[src/rtl/rf_scoreboard.sv]
// rf_scoreboard: per-register busy tracking for long-latency results plus the
// register-file write-port arbiter. Optional long-unit starvation guard: define RF_ARB_STARVE_EN.
module rf_scoreboard #(
    parameter int STARVE_LIMIT = 3
) (
    input  logic        clk,
    input  logic        rst,
    input  logic        issue_valid,
    input  logic [4:0]  issue_rd,
    input  logic [4:0]  issue_rs1,
    input  logic [4:0]  issue_rs2,
    input  logic        issue_rs1_used,
    input  logic        issue_rs2_used,
    input  logic        issue_long,
    output logic        issue_stall,
    input  logic        pipe_wb_valid,
    input  logic [4:0]  pipe_wb_rd,
    input  logic [31:0] pipe_wb_data,
    output logic        pipe_wb_ready,
    input  logic        lu_valid,
    input  logic [4:0]  lu_rd,
    input  logic [31:0] lu_data,
    output logic        lu_ready,
    output logic        reg_write,
    output logic [4:0]  reg_regid,
    output logic [31:0] reg_writedata,
    output logic [31:0] busy_vec
);
    // Handshake rule: a transfer happens on a rising edge where valid & ready are
    // both high; the long unit holds lu_rd/lu_data stable while lu_valid & !lu_ready.

    logic [31:0] busy;
    logic [31:0] set_mask;
    logic [31:0] clr_mask;
    logic        starve_grant;
    logic        pipe_grant;
    logic        lu_grant;

    assign busy_vec = busy;

    // Hazard check uses only registered busy bits; reset forces it low.
    always_comb begin
        issue_stall = 1'b0;
        if (issue_valid && !rst) begin
            issue_stall = (issue_rs1_used && busy[issue_rs1]) ||
                          (issue_rs2_used && busy[issue_rs2]) ||
                          busy[issue_rd];
        end
    end

`ifdef RF_ARB_STARVE_EN
    localparam int CW = (STARVE_LIMIT < 1) ? 1 : $clog2(STARVE_LIMIT + 1);

    logic [CW-1:0] starve_cnt;

    assign starve_grant = !rst && lu_valid && (starve_cnt == CW'(STARVE_LIMIT));

    always_ff @(posedge clk) begin
        if (rst) begin
            starve_cnt <= '0;
        end else if (lu_valid && lu_ready) begin
            starve_cnt <= '0;
        end else if (lu_valid) begin
            starve_cnt <= starve_cnt + CW'(1);
        end
    end
`else
    assign starve_grant = 1'b0;
`endif

    assign pipe_wb_ready = !starve_grant;
    assign lu_ready      = starve_grant || !pipe_wb_valid;
    assign pipe_grant    = pipe_wb_valid && pipe_wb_ready;
    assign lu_grant      = lu_valid && lu_ready;

    // Writes to x0 still complete their handshake but never reach the file.
    always_comb begin
        reg_write     = 1'b0;
        reg_regid     = '0;
        reg_writedata = '0;
        if (pipe_grant) begin
            reg_write     = (pipe_wb_rd != 5'd0);
            reg_regid     = pipe_wb_rd;
            reg_writedata = pipe_wb_data;
        end else if (lu_grant) begin
            reg_write     = (lu_rd != 5'd0);
            reg_regid     = lu_rd;
            reg_writedata = lu_data;
        end
    end

    always_comb begin
        set_mask = '0;
        clr_mask = '0;
        if (issue_valid && !issue_stall && issue_long) begin
            set_mask = 32'd1 << issue_rd;
        end
        if (lu_grant) begin
            clr_mask = 32'd1 << lu_rd;
        end
    end

    always_ff @(posedge clk) begin
        if (rst) begin
            busy <= '0;
        end else begin
            busy <= ((busy & ~clr_mask) | set_mask) & ~32'd1;
        end
    end

endmodule
[config.mk]
export PLATFORM = sky130hd
export DESIGN_NAME = rf_scoreboard
export DESIGN_NICKNAME = d
export VERILOG_FILES = /design/src/rtl/rf_scoreboard.sv
export SDC_FILE = /design/constraint.sdc
export NUM_CORES = 1
export LEC_CHECK = 0
export CAP_MARGIN = 10
export CORE_ASPECT_RATIO = 0.6
export CORE_MARGIN = 2
export CORE_UTILIZATION = 25
export CTS_CLUSTER_SIZE = 20
export DETAILED_ROUTE_END_ITERATION = 10
export GPL_TIMING_DRIVEN = 0
export PLACE_DENSITY = 0.53
export SLEW_MARGIN = 20
export SYNTH_ARGS = -nofsm -noshare
export SYNTH_HDL_FRONTEND = slang
export SYNTH_SLANG_ARGS = --single-unit
export TNS_END_PERCENT = 30
[constraint.sdc]
create_clock -name clk -period 9.3 [get_ports clk]
set_clock_uncertainty 0.15 [all_clocks]
set_input_delay 1.86 -clock clk [delete_from_list [all_inputs] [get_ports clk]]
set_output_delay 1.86 -clock clk [all_outputs]
set_load 0.01 [all_outputs]
# [Word level (Yosys, flattened, before mapping)]
# Cells that the tools add are included.
[totals] reg_bits=32 in_bits=97 out_inout_bits=73 elab_cells=38
[classes] magnitude_cmp=3 shifts=2 n_mux=15 bitwise=3 reduce_logical=13
[ops] op="32-bit 2-to-1 mux" n=4
[ops] op="1-bit by 5-bit left shift with 32-bit output, first input constant" n=2
[ops] op="32-bit bitwise AND" n=1
[ops] op="32-bit inverter" n=1
[ops] op="32-bit bitwise OR" n=1
[ops] op="5-bit by 6-bit less-than comparator with 1-bit output, second input constant" n=3
[ops] op="1-bit binary-select mux with 5-bit select" n=3
[ops] op="5-bit 2-to-1 mux" n=2
[ops] op="5-bit nonzero test" n=2
[ops] op="1-bit logical AND" n=6
[ops] op="1-bit 2-to-1 mux" n=6
[ops] op="1-bit logical NOT" n=3
[ops] op="1-bit logical OR" n=2

# [Depth between registers and ports, before layout]
# Gate-level depths: netlist (run 1).
[depth] depth_word=11 ltp_mapped=9 ltp_nobuf=6

# [Worst setup path after synthesis (run 1)]
# OpenSTA, ideal clock, no wires.
[synth_path] kind="input-to-output" from="in issue_rd[1]" to="out issue_stall" arrival_time_ps=3648 required_time_ps=7290 slack_ps=3642 path_stages=8 n_path_buf=2 cell_sequence="buf_2 -> mux2i_1 -> o21ai_0 -> a2111oi_0 -> nor3b_1 -> a32o_1 -> clkbuf_1 -> or2_2"
[synth_via] elab_chain_cells=4
[synth_rtl] element="start: declaration" line="9" rtl="input logic [4:0] issue_rd,"
[synth_rtl] element="1-bit binary-select mux with 5-bit select" line="47" rtl="busy[issue_rd];"
[synth_rtl] element="1-bit 2-to-1 mux (not written as such)" line="47"
[synth_rtl] element="1-bit logical OR" line="46" rtl="(issue_rs2_used && busy[issue_rs2]) ||"
[synth_rtl] element="1-bit 2-to-1 mux" line="44" rtl="if (issue_valid && !rst) begin"
[synth_rtl] element="end: declaration" line="15" rtl="output logic issue_stall,"
# Every way passes these cells. The select of a mux whose other input is x is not followed.

# [Worst setup path in the final report (run 1)]
[layout_path] from="in issue_rs1[1]" to="out issue_stall"
[layout_via] elab_chain_cells=6
[layout_rtl] element="start: declaration" line="10" rtl="input logic [4:0] issue_rs1,"
[layout_rtl] element="1-bit binary-select mux with 5-bit select" line="45" rtl="issue_stall = (issue_rs1_used && busy[issue_rs1]) ||"
[layout_rtl] element="1-bit 2-to-1 mux (not written as such)" line="45"
[layout_rtl] element="1-bit logical AND" line="45"
[layout_rtl] element="1-bit logical OR" line="45"
[layout_rtl] element="1-bit logical OR" line="46"
[layout_rtl] element="1-bit 2-to-1 mux" line="44"
# Every way passes these cells. The select of a mux whose other input is x is not followed.

==> results.md, run 1 <==
* Leak at 1.68 nW
* Pwr dens at 96.4 mW/mm2
* EDFF count, synth at 0
* Clock transition at path regs at 0.05 ns
* Worst Hold Class: flip-flop to flip-flop
* Gp weighted congestion at about 0.94
* Antenna-violating nets left at 0
* CP required at roughly 7.3 ns
* Critical Path Slowest Stage Cell: clkdlybuf4s50_1
* Syn Inst Count at 392
* Diodes inserted at 0
* Yosys synthesis warning count at 0
* Syn Nets at 489
* Post-synth ARST share at 0
* Tmin final at 7.05 ns
* Worst slew pin tran at 0.575 ns
* Fin. max-slew vios at 0
* CTS Buf Count at 5
* PostCTS Resize Cnt at 0
* Vias in the first global route at 3,855
* Setup Buffers After CTS at 0
* Buffers on Ports at 156
* DR WL/cell at a little over 20 um
* Ys flop type: dfxtp_1
* Die width at 144 um
* Final #Nets at roughly 650
* Post-DP HPWL at 12,100 um
* Post-layout worst setup margin at 2.25 ns
* CP top delay family: buffers and inverters
* Worst-skew pair later-pin latency at 0.28 ns
* Status: complete, no violations
* Final instance area at 0.00489 mm2
* Floorplan row count at 30
* H-tree depth at 2
* Die height at 88.2 um
* CTS max path bufs at 2
* Hold buffers post-CTS at 0
* DRC at 0
* RSZ-0062 raised after global routing: no
* Routed wire length at 14,600 um
* Place WS at 2.32 ns
* Max Fclk at 142 MHz
* DR pass1 iterations at 4
* TritonCTS clock tree: yes
* Post-route setup TNS at 0 ns
* Max Cap Viol at 0
* Slowest stage delay, CP at roughly 0.53 ns
* Post-Syn Area at 0.00295 mm2
* Tcrit/Tclk final at 0.758
* Worst Setup Path Type: input port to output port
* Largest net degree at the start of global routing at 11
* Final Hold Viols at 0
* Register area share after synthesis at 0.210
* CP cell instances: clkdlybuf4s50_1, buf_2, mux2i_1, mux4_2, nor3_1, a211oi_1, o31ai_2, buf_2, or2_2, clkdlybuf4s50_1
* Die area at 0.0127 mm2
* Startpoint types: input port
* Metal-1 WL at 7210 um
* GRT overflow at 0
* Core Region at 0.0114 mm2
* Layout area overhead at 65.6%
* Layout cell share with drive strength beyond 1 at 0.0791
* Synth Register Bits at 31
* CTS sink cnt at 31
* Core Util, Final at 0.428
* Highest Signal Layer: met4
* GRT Total Usage at 0.232
* Initial Utilization at 0.259
* Vias at 3,869
* Largest vdd supply drop at just under 0.08 mV
* Cell area after placement at 0.00471 mm2
* Number of library cell types mapped by synthesis at 47
* IO Pins at 170
* First-pass GRT wire length at ~22,000 um
* DRT iter0 DRCs at between 300 and 400
* Final Setup Violations at 0
* Max FO, Critical Path at 10
* Worst Path Arrival at 5.04 ns
* Vias/cell at 5.40
* Initial antenna violation count at 0
* Root buffer selected by CTS: clkbuf_16
* Hold Slack at 0.421 ns
* DR WL met2 at just under 6000 um
* Crit. End Element: output port
* Rel. slew slack at 0.606
* Buffers plus inverters on the worst setup path at 4
* Max FFs per register at 31
* Wire length on met3 at between 1500 and 2000 um
* Syn Area/Cell at 7.53 um2
==> cell type report <==
| type | instances | area [um2] |
|---|---|---|
| well taps | 160 | 200 |
| clock inverters | 2 | 35.0 |
| fillers | 1175 | 6520 |
| plain buffers | 41 | 189 |
| clock buffers | 6 | 139 |
| repair buffers | 156 | 1560 |
| multi-input cells | 317 | 2130 |
| flip-flops and latches | 31 | 621 |
| inverters | 3 | 11.3 |
==> path summary, 6_finish.rpt <==
| kind | start | end | slack, ns | cells after the start |
|---|---|---|---|---|
| max | issue_rs1[1] | issue_stall | 2.25 | 10 |
| min | busy_vec[12] | busy_vec[12] | 0.42 | 2 |
| max reg2reg | busy_vec[22] | busy_vec[22] | 6.57 | 7 |
| min reg2reg | busy_vec[12] | busy_vec[12] | 0.42 | 2 |
==> Yosys cell counts (all sizes together) (2+ instances only) <==
cell / number / area share
nor2: 12 / 0.015
mux4: 17 / 0.13
nor3: 7 / 0.012
nor4b: 2 / 0.0059
o311ai: 10 / 0.030
nand3: 14 / 0.024
nand3b: 4 / 0.010
conb: 2 / 0.0025
a22o: 2 / 0.0059
mux2i: 13 / 0.044
nand2b: 7 / 0.015
dfxtp: 31 / 0.21
o31ai: 6 / 0.017
clkbuf: 26 / 0.033
inv: 3 / 0.0038
nand4: 3 / 0.0064
o41ai: 22 / 0.065
nor4bb: 2 / 0.0068
nor3b: 3 / 0.0076
nand2: 94 / 0.12
or3: 7 / 0.015
nor2b: 7 / 0.015
and3b: 2 / 0.0059
o211ai: 22 / 0.056
o21ai: 43 / 0.073
buf: 15 / 0.031
or2: 2 / 0.0042
==> per-stage QoR <==
| step | power, W | instances |
|---|---|---|
| after detailed placement | 0.000280 | 708 |
| after global routing | 0.000486 | 716 |
| after floorplan | 0.000196 | 392 |
| final | 0.000471 | 716 |
| after CTS | 0.000469 | 716 |
| after global placement | 0.000280 | 708 |
==> metal layers <==
metal / vias to the layer above / global-route usage
li1: 1814 / -
met1: 1854 / 0.356
met2: 193 / 0.332
met3: 8 / 0.0678
met4: 0 / 0.0159
met5: - / 0
==> cells by family (layout without fill, tap and decap cells) <==
family,Yosys count,after routing,synth area share
compound gates,114,114,0.270
buf+inv,44,208,0.0678
flops,31,31,0.210
mux,31,31,0.178
other cells,2,2,0.00254
simple gates,170,170,0.272
==> cells in the final DEF (no fill, tap or decap), drive strengths merged, types with 14 or more instances in the layout <==
cell type and count:
buf 15, clkbuf 32, clkdlybuf4s50 156, dfxtp 31, mux4 17, nand2 94, nand3 14, o211ai 22
o21ai 43, o41ai 22
==> report_power, final <==
group	switching, W	total, W	internal (W)
Sequential	0.00000189	0.000136	0.000134
Combinational	0.0000678	0.000143	0.0000756
Clock	0.0000588	0.000192	0.000133
Total	0.000129	0.000471	0.000342
==> worst register-to-register path, stage by stage, from the launching register on <==
cell and delay, ns:
dfxtp_1 0.41, mux4_2 0.51, o311ai_1 0.30, nor4_1 0.09, a31oi_1 0.25, o31ai_2 0.19, buf_2 0.24, o41ai_1 0.46
Note: power is estimated with default switching activity, not from simulation.
==> run 2, diff against run 1 <==
--- a/config.mk
+++ b/config.mk
@@ -12,7 +12,7 @@
 export CTS_CLUSTER_SIZE = 20
 export DETAILED_ROUTE_END_ITERATION = 10
 export GPL_TIMING_DRIVEN = 0
-export PLACE_DENSITY = 0.53
+export PLACE_DENSITY = 0.55
 export SLEW_MARGIN = 20
 export SYNTH_ARGS = -nofsm -noshare
 export SYNTH_HDL_FRONTEND = slang
==> constraint.sdc (replaced) <==
create_clock -name clk -period 6.2 [get_ports clk]
set_clock_uncertainty 0.15 [all_clocks]
set_input_delay 1.24 -clock clk [delete_from_list [all_inputs] [get_ports clk]]
set_output_delay 1.24 -clock clk [all_outputs]
set_load 0.01 [all_outputs]
==> run 2 against run 1 <==
Sequential cell count is the same. Die area stayed put. Sequential share of layout area about the same. Routed wire length is 0.38% lower. Clock power is 34% higher. Utilization down 0.13 points. Total power is 43% higher. Worst hold slack gained 0.0049 ns. Critical path type unchanged. Final area fell by 0.31%. Largest power group unchanged. Global-route usage is 0.22 points lower.
==> results.md, run 2 (synthesized netlist as in run 1, its figures left out) <==
* Reg-to-reg startpoint: busy_vec[5]
* DRC at 0 (unchanged)
* Largest vdd supply drop at 0.0976 mV (+23%)
* Clock transition at path regs at 0.05 ns (about the same)
* Final Setup Violations at 0 (unchanged)
* IO Pins at 170 (unchanged)
* Status: complete, no violations
* Die height at 88.2 um (unchanged)
* CTS Buf Count at 5 (unchanged)
* RR Endpoint: busy_vec[19]
* Die width at 144 um (unchanged)
* CP Capture Point: issue_stall
* FF-to-FF path depth at 7 (unchanged)
* DR WL/cell at 20.3 um (-0.52%)
* Initial antenna violation count at 1 (+1)
* Vias/cell at 5.44 (+0.66%)
* First-pass GRT wire length at 22,200 um (-1.1%)
* Layout area overhead at 65.1%
* CTS sink cnt at 31 (unchanged)
* PostCTS Resize Cnt at 0 (unchanged)
* Worst Hold Class: flip-flop to flip-flop
* Pwr dens at 139 mW/mm2 (+44%)
* RSZ-0062 raised after global routing: no
* Vias in the first global route at 3,810 (-1.2%)
* Worst slew pin tran at 0.689 ns (+0.114 ns)
* Reg2reg setup slack at 3.48 ns (-3.09 ns)
* Worst-skew pair later-pin latency at 0.28 ns (about the same)
* Max Fclk at 176 MHz
* Worst hold start: busy_vec[14]
* Die area at 0.0127 mm2 (unchanged)
* Fin. max-slew vios at 0 (unchanged)
* GRT Total Usage at 0.230 (-0.00225)
* Floorplan row count at 30 (unchanged)
* CP required at 4.81 ns (-2.48 ns)
* H-tree depth at 2 (unchanged)
* Final Hold Viols at 0 (unchanged)
* Leak at 1.67 nW (-0.58%)
* Routed wire length at 14,600 um (-0.38%)
* Layout cell share with drive strength beyond 1 at 0.0773 (-0.00180)
* TritonCTS clock tree: yes
* Final #Nets at 652 (unchanged)
* Post-route setup TNS at 0 ns (unchanged)
* Most common cell after layout, fill and taps aside: clkdlybuf4s50_1
* Root buffer selected by CTS: clkbuf_16
* DR pass1 iterations at 5 (+1)
* Worst Setup SP: issue_rs1[1]
* Worst Setup Path Type: input port to output port
* Gp weighted congestion at 0.933 (-1.2%)
* Max FFs per register at 31 (unchanged)
* Core Region at 0.0114 mm2 (unchanged)
* Rel. slew slack at 0.529 (-0.0777)
* Antenna-violating nets left at 0 (unchanged)
* Post-DP HPWL at 12,000 um (-0.27%)
* Buffers on Ports at 156 (unchanged)
* GRT overflow at 0 (unchanged)
* Worst Path Arrival at 4.29 ns (-0.75 ns)
* Startpoint types: input port
* DRT iter0 DRCs at 295 (-18%)
* Initial Utilization at 0.259 (unchanged)
* Max FO, Critical Path at 10 (unchanged)
* Tmin final at 5.68 ns
* Most frequent cells in the layout: 156 x clkdlybuf4s50_1, 94 x nand2_1, 41 x o21ai_0, 31 x dfxtp_1, 27 x clkbuf_1
* Setup Buffers After CTS at 0 (unchanged)
* Hold buffers post-CTS at 0 (unchanged)
* CTS max path bufs at 2 (unchanged)
* Tcrit/Tclk final at 0.917
* Largest net degree at the start of global routing at 11 (unchanged)
* Crit. End Element: output port
* Vias at 3,900 (+0.80%)
* Final Power at 0.000676 W (+43%)
* Max Cap Viol at 0 (unchanged)
run 2: final cells by class:
class                           count  area (um2)
Multi-Input combinational cell    317        2130
Fill cell                        1160        6540
Timing Repair Buffer              156        1560
Buffer                             41         189
Sequential cell                    31         621
Antenna cell                        1        2.50
Tap cell                          160         200
Clock buffer                        8         156
Inverter                            3        11.3
run 2: routing by layer:
layer  global-route usage  routed length, um  vias to the layer above
li1                     -                  -                     1817
met5                    0                  0                        -
met2                0.342               5950                      190
met3               0.0733               1610                        5
met4               0.0150                 33                        0
met1                0.339               6970                     1888
run 2: worst max-delay path, stage by stage:
cell	delay, ns
clkdlybuf4s50_1	0.52
buf_2	0.28
mux2i_1	0.11
mux4_2	0.49
nor3_1	0.15
a211oi_1	0.08
o31ai_2	0.43
buf_2	0.32
or2_2	0.15
clkdlybuf4s50_1	0.52
run 2: how the worst min path moves through the flow:
| stage | endpoint | depth (start not counted) | slack, ns |
|---|---|---|---|
| after CTS | busy_vec[14] | 2 | 0.42 |
| final | busy_vec[14] | 2 | 0.43 |
| after global placement | busy_vec[14] | 2 | 0.41 |
| after floorplan | busy_vec[28] | 2 | 0.38 |
| after detailed placement | busy_vec[14] | 2 | 0.41 |
| after global routing | busy_vec[12] | 2 | 0.45 |
run 2: per-stage QoR:
step	worst slack [ns]	utilization	hold slack [ns]	area [um2]	instances
4_1_cts	0.496	0.427	0.415	4870	716
6_report	0.516	0.427	0.425	4870	717
2_1_floorplan	1.78	-	0.379	2950	392
3_3_place_gp	0.504	0.413	0.406	4710	708
3_5_place_dp	0.506	0.413	0.408	4710	708
5_1_grt	0.312	0.427	0.454	4870	716
run 2: power by group:
part	switching [W]	leakage [nW]	total (W)	internal, W
registers	0.00000284	0.250	0.000204	0.000201
clock network	0.0000869	0.0772	0.000258	0.000171
logic	0.000101	1.34	0.000214	0.000113
total	0.000191	1.67	0.000676	0.000485
